File: src/rtl/pbit_input_accumulator.sv
// pbit_input_accumulator: local-field accumulator for one p-bit.
// Computes z = sat(h + sum_j J_j * m_j) in signed Q(INT_SIZE).(FLOAT_SIZE)
// fixed point. It walks the neighbours one per clock, and each neighbour
// state is bipolar (1 -> +J, 0 -> -J).
//
// Handshake: a computation is requested by asserting start while busy=0.
// The request is accepted on that clock edge and needs no acknowledge.
// busy goes high from the next cycle and stays high until the result is
// loaded. z_valid is a one-cycle pulse that marks the update of z. busy is
// already low in that cycle, so start may be reasserted there for
// back-to-back runs. A start that arrives while busy=1 is dropped. It is
// not queued.
module pbit_input_accumulator #(
    parameter int FLOAT_SIZE = 24,
    parameter int INT_SIZE   = 8,
    parameter int N_NEIGH    = 8,
    localparam int W         = INT_SIZE + FLOAT_SIZE,
    localparam int IDX_W     = $clog2(N_NEIGH)
) (
    input  logic               CLK,
    input  logic               RST,
    input  logic               w_we,
    input  logic [IDX_W-1:0]   w_addr,
    input  logic [W-1:0]       w_data,
    input  logic               bias_we,
    input  logic [W-1:0]       bias_data,
    input  logic [N_NEIGH-1:0] m_in,
    input  logic               start,
    output logic               busy,
    output logic [W-1:0]       z,
    output logic               z_valid,
    output logic [1:0]         dbg_state
);

    // Accumulator is wide enough that N_NEIGH terms of magnitude up to 2^(W-1)
    // plus the bias can never overflow it.
    localparam int ACC_W = W + IDX_W + 2;

    localparam logic signed [ACC_W-1:0] SAT_MAX = {{(ACC_W-W+1){1'b0}}, {(W-1){1'b1}}};
    localparam logic signed [ACC_W-1:0] SAT_MIN = {{(ACC_W-W+1){1'b1}}, {(W-1){1'b0}}};
    localparam logic [IDX_W-1:0]        IDX_LAST = IDX_W'(N_NEIGH - 1);

    typedef enum logic [1:0] {
        IDLE  = 2'd0,
        ACCUM = 2'd1,
        DONE  = 2'd2
    } state_t;

    state_t                   state;
    logic [W-1:0]             w_mem [N_NEIGH];
    logic [W-1:0]             bias_q;
    logic [N_NEIGH-1:0]       m_q;
    logic [IDX_W-1:0]         idx;
    logic signed [ACC_W-1:0]  acc;
    logic signed [ACC_W-1:0]  w_ext;
    logic signed [ACC_W-1:0]  bias_ext;
    logic signed [ACC_W-1:0]  term;
    logic [W-1:0]             acc_sat;
    logic                     w_addr_ok;

    assign dbg_state = state;

    // Out-of-range addresses only exist when N_NEIGH is not a power of two.
    assign w_addr_ok = ({1'b0, w_addr} < (IDX_W+1)'(N_NEIGH));

    // Signed term for the current neighbour: the negation happens in the full
    // accumulator width, so negating the most negative weight is exact.
    always_comb begin
        w_ext    = {{(ACC_W-W){w_mem[idx][W-1]}}, w_mem[idx]};
        bias_ext = {{(ACC_W-W){bias_q[W-1]}}, bias_q};
        term     = m_q[idx] ? w_ext : -w_ext;
    end

    // Saturate the wide accumulator back into the W-bit output format.
    always_comb begin
        acc_sat = acc[W-1:0];
        if (acc > SAT_MAX) begin
            acc_sat = SAT_MAX[W-1:0];
        end else if (acc < SAT_MIN) begin
            acc_sat = SAT_MIN[W-1:0];
        end
    end

    // Weight and bias registers; writes are accepted only while idle.
    always_ff @(posedge CLK or posedge RST) begin
        if (RST) begin
            for (int j = 0; j < N_NEIGH; j++) begin
                w_mem[j] <= '0;
            end
            bias_q <= '0;
        end else if (state == IDLE) begin
            if (w_we && w_addr_ok) begin
                w_mem[w_addr] <= w_data;
            end
            if (bias_we) begin
                bias_q <= bias_data;
            end
        end
    end

    // Control FSM: IDLE -> ACCUM (N_NEIGH cycles) -> DONE -> IDLE.
    always_ff @(posedge CLK or posedge RST) begin
        if (RST) begin
            state   <= IDLE;
            busy    <= 1'b0;
            z       <= '0;
            z_valid <= 1'b0;
            idx     <= '0;
            acc     <= '0;
            m_q     <= '0;
        end else begin
            z_valid <= 1'b0;
            case (state)
                IDLE: begin
                    if (start) begin
                        m_q   <= m_in;
                        acc   <= bias_ext;
                        idx   <= '0;
                        busy  <= 1'b1;
                        state <= ACCUM;
                    end
                end
                ACCUM: begin
                    acc <= acc + term;
                    if (idx == IDX_LAST) begin
                        idx   <= '0;
                        state <= DONE;
                    end else begin
                        idx <= idx + 1'b1;
                    end
                end
                DONE: begin
                    z       <= acc_sat;
                    z_valid <= 1'b1;
                    busy    <= 1'b0;
                    state   <= IDLE;
                end
                default: begin
                    state <= IDLE;
                    busy  <= 1'b0;
                end
            endcase
        end
    end

endmodule
File: config.mk
export PLATFORM = sky130hd
export DESIGN_NAME = pbit_input_accumulator
export DESIGN_NICKNAME = d
export VERILOG_FILES = /design/src/rtl/pbit_input_accumulator.sv
export SDC_FILE = /design/constraint.sdc
export NUM_CORES = 1
export LEC_CHECK = 0
export BUFFER_PORTS_ARGS = -buffer_cell sky130_fd_sc_hd__buf_2
export CORE_MARGIN = 2
export CORE_UTILIZATION = 55
export CTS_CLUSTER_SIZE = 16
export DETAILED_ROUTE_END_ITERATION = 7
export PLACE_DENSITY = 0.73
export SLEW_MARGIN = 20
export SYNTH_ARGS = -nofsm -noshare
export SYNTH_HDL_FRONTEND = slang
export SYNTH_SLANG_ARGS = --single-unit
File: constraint.sdc
create_clock -name CLK -period 31 [get_ports CLK]
set_input_delay 1.55 -clock CLK [delete_from_list [all_inputs] [get_ports CLK]]
set_output_delay 1.55 -clock CLK [all_outputs]
set_load 0.02 [all_outputs]
==> implementation parameters <==
Parameter                              Value

Clock network
  Post-CTS Setup Inserts ... 0
  Maximum count of clock buffers along a single path ... 3
  Clock tree from TritonCTS ... yes
  Number of buffers inserted during clock tree synthesis ... 41
  Worst-path clk slew ... 0.06 ns
  Sinks on the clock net ... 372
  Root buffer cell ... sky130_fd_sc_hd__clkbuf_16
  Quantity of gates resized following cts ... 0
  Number of levels the H-tree was split into ... 2
  Worst skew pair latency ... 0.56 ns
  CTS hold repair buffers ... 0

Logic synthesis
  Net count after synthesis ... 1,697
  Number of register bits inferred by synthesis ... 372
  Area share of the leading cell type in the synthesized netlist ... 49.02%
  Total number of yosys warnings ... 0
  Dominant register cell in the synthesized netlist ... sky130_fd_sc_hd__dfrtp_1
  Largest family of logic cells by synthesized area ... multiplexers
  Compound-gate portion of the synthesized area ... 8.367%
  Simple-gate share of the synthesized area ... 7.820%
  Gate count of the mapped netlist ... 1,576
  Arithmetic-cell share of the synthesized area counting full adders, half adders and majority gates ... 2.741%
  Cell type with the highest aggregate area in the netlist ... sky130_fd_sc_hd__dfrtp_1
  Share of the synthesized netlist area taken by xor and xnor gates ... 2.905%
  Sequential share of the synthesized area ... 49.02%
  Number of flops mapped to enable cells by yosys ... 0
  Combined area of all synthesized cells ... 0.01899 mm^2
  Post-synthesis cell type count ... 69
  Mux share of post-synthesis cell area ... 26.68%
  Main area contributors after synthesis ... sky130_fd_sc_hd__dfrtp_1 49%, sky130_fd_sc_hd__mux2_2 18%, sky130_fd_sc_hd__mux4_2 5.7%, sky130_fd_sc_hd__nand2_1 3.2%, sky130_fd_sc_hd__ha_1 2.6%
  Proportion of register bits with asynchronous set or reset after synthesis ... 100.0%
  Average footprint of a synthesized cell ... 12.05 um^2

Floorplan
  Die area ... 0.03603 mm^2
  Cell row count ... 68
  Ports ... 116
  Die boundary width ... 189.8 um
  Floorplan Core Area ... 0.03429 mm^2
  Initial cell density of the core ... 55.39%
  Die Span Y ... 189.8 um

Placement
  Half-perimeter wire length after detailed placement ... 29,320 um
  I/O Buffers ... 115
  DP Area ... 0.01993 mm^2
  Gp weighted congestion ... 0.8945

Timing
  Max-slew violation total from the final report ... 0
  Achievable frequency ... 146.8 MHz
  Period utilization ... 21.97%
  Min Tclk post-route ... 6.810 ns
  TNS Setup ... 0 ns
  Final Hold Viols ... 0
  Post-Route Skew ... 0.01683 ns
  Actual transition at the worst max-transition pin ... 1.048 ns
  Worst max-slew margin expressed relative to the limit ... 30.14%
  Finish-stage setup viols ... 0
  RSZ-0062 raised after global routing ... false

Detailed routing
  Number of nets with antenna violations after detailed routing ... 0
  DRT iter0 DRCs ... 876
  Total number of vias ... 13.00k
  Via-to-Cell Ratio ... 6.039
  DRC violations left ... 0
  Total wire length ... 45,190 um
  Average routed wire per standard cell ... 21.00 um
  Detailed-routing iteration count for the pre-antenna-repair pass ... 5

Global route
  First-pass GRT wire length ... 71,960 um
  Pin count of the biggest net entering global routing ... 181
  GRT Residual Overflow ... 0
  Antenna violations before repair ... 6
  Number of global-route vias before repair ... 13.28k
  Global router's overall resource usage ... 25.31%

Finish
  Synthesis-to-layout area growth ... 12.08%
  Number of nets in the layout ... 1,784
  # fillers ... 2,667
  Area of all placed cells without fillers ... 0.02129 mm^2
  Fraction of final layout cells sized beyond drive strength 1 ... 33.79%
  Area of the multi-input gates ... 0.009229 mm^2
  Reg area ... 0.009318 mm^2

Setup path
  Count of buffer and inverter cells on the critical path ... 1
  Crit path cell chain ... buf_4 > mux4_2 > mux2i_1 > nand4_1 > nor4_1 > a21oi_1 > xnor2_1 > ha_1 > a21oi_1 > nand2_1 > a221oi_1 > o22ai_1 > a221o_1 > a2bb2oi_1 > a211oi_1 > a211oi_1 > xor2_1 > o21ai_0
  Count of cells along the worst register-to-register path ... 18
  Critical path peak fanout ... 45
  Dominant delay contributor by cell family on the critical path ... compound AO/OA/AOI/OAI gates
  Kind of critical path ... reg2reg
  Crit. path cell count ... 18
  Signal arrival time at the worst endpoint ... 7.19 ns
  CP max stage cell ... sky130_fd_sc_hd__dfrtp_4
  Startpoint Class ... flop
  Kind of end point of the critical path ... flop
  Required time of the critical path ... 31.38 ns
  Critical path's largest stage delay ... 0.89 ns

Status
  Status ... finished, final reports clean

Hold path
  Worst min-delay path class ... reg2reg
  Worst hold path stage count ... 2

Run
  Max-cap violation count ... 0
-- metal layers --
metal / global-route usage (%) / wire length (um)
met5: 0 / 23
met4: 6.202 / 804
met3: 4.741 / 2510
met2: 42.17 / 21780
met1: 34.52 / 20070
-- flip-flops by register name (all words and copies together) (netlist names) --
| name | count |
|---|---|
| z_valid | 1 |
| z | 32 |
| dbg_state | 2 |
| busy | 1 |
| idx | 3 |
| w_mem | 256 |
| bias_q | 32 |
| m_q | 8 |
| acc | 37 |
-- path summary, 6_finish.rpt --
check | from | to | slack [ns]
max | idx[1]$_DFFE_PP0P_ | acc[34]$_DFFE_PP0P_ | 24.19
min | z[23]$_DFFE_PP0P_ | z[23]$_DFFE_PP0P_ | 0.47
max in group asynchronous | RST | w_mem[27]$_DFFE_PP0P_ | 28.34
min in group asynchronous | RST | z[2]$_DFFE_PP0P_ | 1.17
max reg2reg | idx[1]$_DFFE_PP0P_ | acc[34]$_DFFE_PP0P_ | 24.19
min reg2reg | z[23]$_DFFE_PP0P_ | z[23]$_DFFE_PP0P_ | 0.47
-- cells in the final DEF, fill, tap and decap left out, types with 3 or more instances in the layout --
cell type	Yosys	final
sky130_fd_sc_hd__dfrtp_1	372	369
sky130_fd_sc_hd__mux2_2	302	302
sky130_fd_sc_hd__nand2_1	160	159
sky130_fd_sc_hd__buf_2	15	115
sky130_fd_sc_hd__a21oi_1	93	92
sky130_fd_sc_hd__o21ai_0	72	71
sky130_fd_sc_hd__nor2_1	65	65
sky130_fd_sc_hd__mux4_2	48	48
sky130_fd_sc_hd__clkbuf_16	0	42
sky130_fd_sc_hd__ha_1	40	40
sky130_fd_sc_hd__mux2i_1	35	35
sky130_fd_sc_hd__xor2_1	32	32
sky130_fd_sc_hd__xnor2_1	31	31
sky130_fd_sc_hd__a31oi_1	26	26
sky130_fd_sc_hd__nor3_1	25	25
sky130_fd_sc_hd__buf_4	2	19
sky130_fd_sc_hd__inv_1	19	18
sky130_fd_sc_hd__nand3_1	15	15
sky130_fd_sc_hd__a21o_1	13	13
sky130_fd_sc_hd__and3_1	12	12
sky130_fd_sc_hd__clkbuf_1	37	12
sky130_fd_sc_hd__a22oi_1	10	10
sky130_fd_sc_hd__nor2b_1	9	9
sky130_fd_sc_hd__nand2b_1	11	9
sky130_fd_sc_hd__a211oi_1	9	9
sky130_fd_sc_hd__clkinv_2	0	9
sky130_fd_sc_hd__nand4_1	8	8
sky130_fd_sc_hd__o211ai_1	7	7
sky130_fd_sc_hd__mux4_1	6	6
sky130_fd_sc_hd__or3_1	6	6
sky130_fd_sc_hd__and2_1	5	5
sky130_fd_sc_hd__diode_2	0	4
sky130_fd_sc_hd__a221oi_1	4	4
sky130_fd_sc_hd__o21bai_1	4	4
sky130_fd_sc_hd__bufinv_16	0	4
sky130_fd_sc_hd__a21oi_2	2	3
sky130_fd_sc_hd__o221ai_1	3	3
sky130_fd_sc_hd__a221o_1	3	3
-- cell families (layout without fill, tap and decap cells) --
kind of cell    after synthesis  after routing
other cells                   0              4
flops                       372            372
xor+xnor                     63             63
simple gates                329            329
buf+inv                     111            228
mux                         395            395
compound gates              265            265
fa+ha+maj                    41             41
-- cell usage after synthesis, types with 3 or more instances --
cell type,n
sky130_fd_sc_hd__and2_1,5
sky130_fd_sc_hd__a221o_1,3
sky130_fd_sc_hd__nand2_1,160
sky130_fd_sc_hd__ha_1,40
sky130_fd_sc_hd__buf_2,15
sky130_fd_sc_hd__o21bai_1,4
sky130_fd_sc_hd__a221oi_1,4
sky130_fd_sc_hd__nor2_1,65
sky130_fd_sc_hd__and3_1,12
sky130_fd_sc_hd__a22oi_1,10
sky130_fd_sc_hd__buf_1,34
sky130_fd_sc_hd__a31oi_1,26
sky130_fd_sc_hd__a21o_1,13
sky130_fd_sc_hd__o211ai_1,7
sky130_fd_sc_hd__mux2_2,302
sky130_fd_sc_hd__nand3_1,15
sky130_fd_sc_hd__o21ai_0,72
sky130_fd_sc_hd__mux2i_1,35
sky130_fd_sc_hd__o221ai_1,3
sky130_fd_sc_hd__nand4_1,8
sky130_fd_sc_hd__xor2_1,32
sky130_fd_sc_hd__nor2b_1,9
sky130_fd_sc_hd__dfrtp_1,372
sky130_fd_sc_hd__or3_1,6
sky130_fd_sc_hd__mux4_1,6
sky130_fd_sc_hd__xnor2_1,31
sky130_fd_sc_hd__a21oi_1,93
sky130_fd_sc_hd__inv_1,19
sky130_fd_sc_hd__a211oi_1,9
sky130_fd_sc_hd__mux4_2,48
sky130_fd_sc_hd__clkbuf_1,37
sky130_fd_sc_hd__nor3_1,25
sky130_fd_sc_hd__nand2b_1,11
-- worst register-to-register path: stages, from the launching register on --
cell and delay (ns):
sky130_fd_sc_hd__dfrtp_4 0.89, sky130_fd_sc_hd__buf_4 0.74, sky130_fd_sc_hd__mux4_2 0.59, sky130_fd_sc_hd__mux2i_1 0.26, sky130_fd_sc_hd__nand4_1 0.25, sky130_fd_sc_hd__nor4_1 0.76, sky130_fd_sc_hd__a21oi_1 0.19, sky130_fd_sc_hd__xnor2_1 0.16
sky130_fd_sc_hd__ha_1 0.37, sky130_fd_sc_hd__a21oi_1 0.26, sky130_fd_sc_hd__nand2_1 0.08, sky130_fd_sc_hd__a221oi_1 0.36, sky130_fd_sc_hd__o22ai_1 0.17, sky130_fd_sc_hd__a221o_1 0.45, sky130_fd_sc_hd__a2bb2oi_1 0.44, sky130_fd_sc_hd__a211oi_1 0.16
sky130_fd_sc_hd__a211oi_1 0.28, sky130_fd_sc_hd__xor2_1 0.17, sky130_fd_sc_hd__o21ai_0 0.09
-- through the flow --
step	std cells	utilization, %	setup WS (ns)	hold slack, ns
global route	2150	62.07	23.74	0.4989
global placement	2075	58.14	24.45	0.4575
detailed placement	2075	58.14	24.33	0.4631
finish	2152	62.08	24.19	0.4744
CTS	2148	62.05	24.32	0.4814
floorplan	1576	-	19.12	0.4403
-- area by class of cell --
| cell class | count | share of cell area, % |
|---|---|---|
| clock inverters | 17 | 1.017 |
| well taps | 455 | 2.674 |
| multi-input cells | 1093 | 43.36 |
| repair buffers | 135 | 3.468 |
| flip-flops and latches | 372 | 43.77 |
| clock buffers | 56 | 5.278 |
| inverters | 20 | 0.3879 |
| diodes | 4 | 0.04702 |
Power is not shown: default switching activity piles up to over one toggle a cycle in this logic, so the estimate is an artifact.
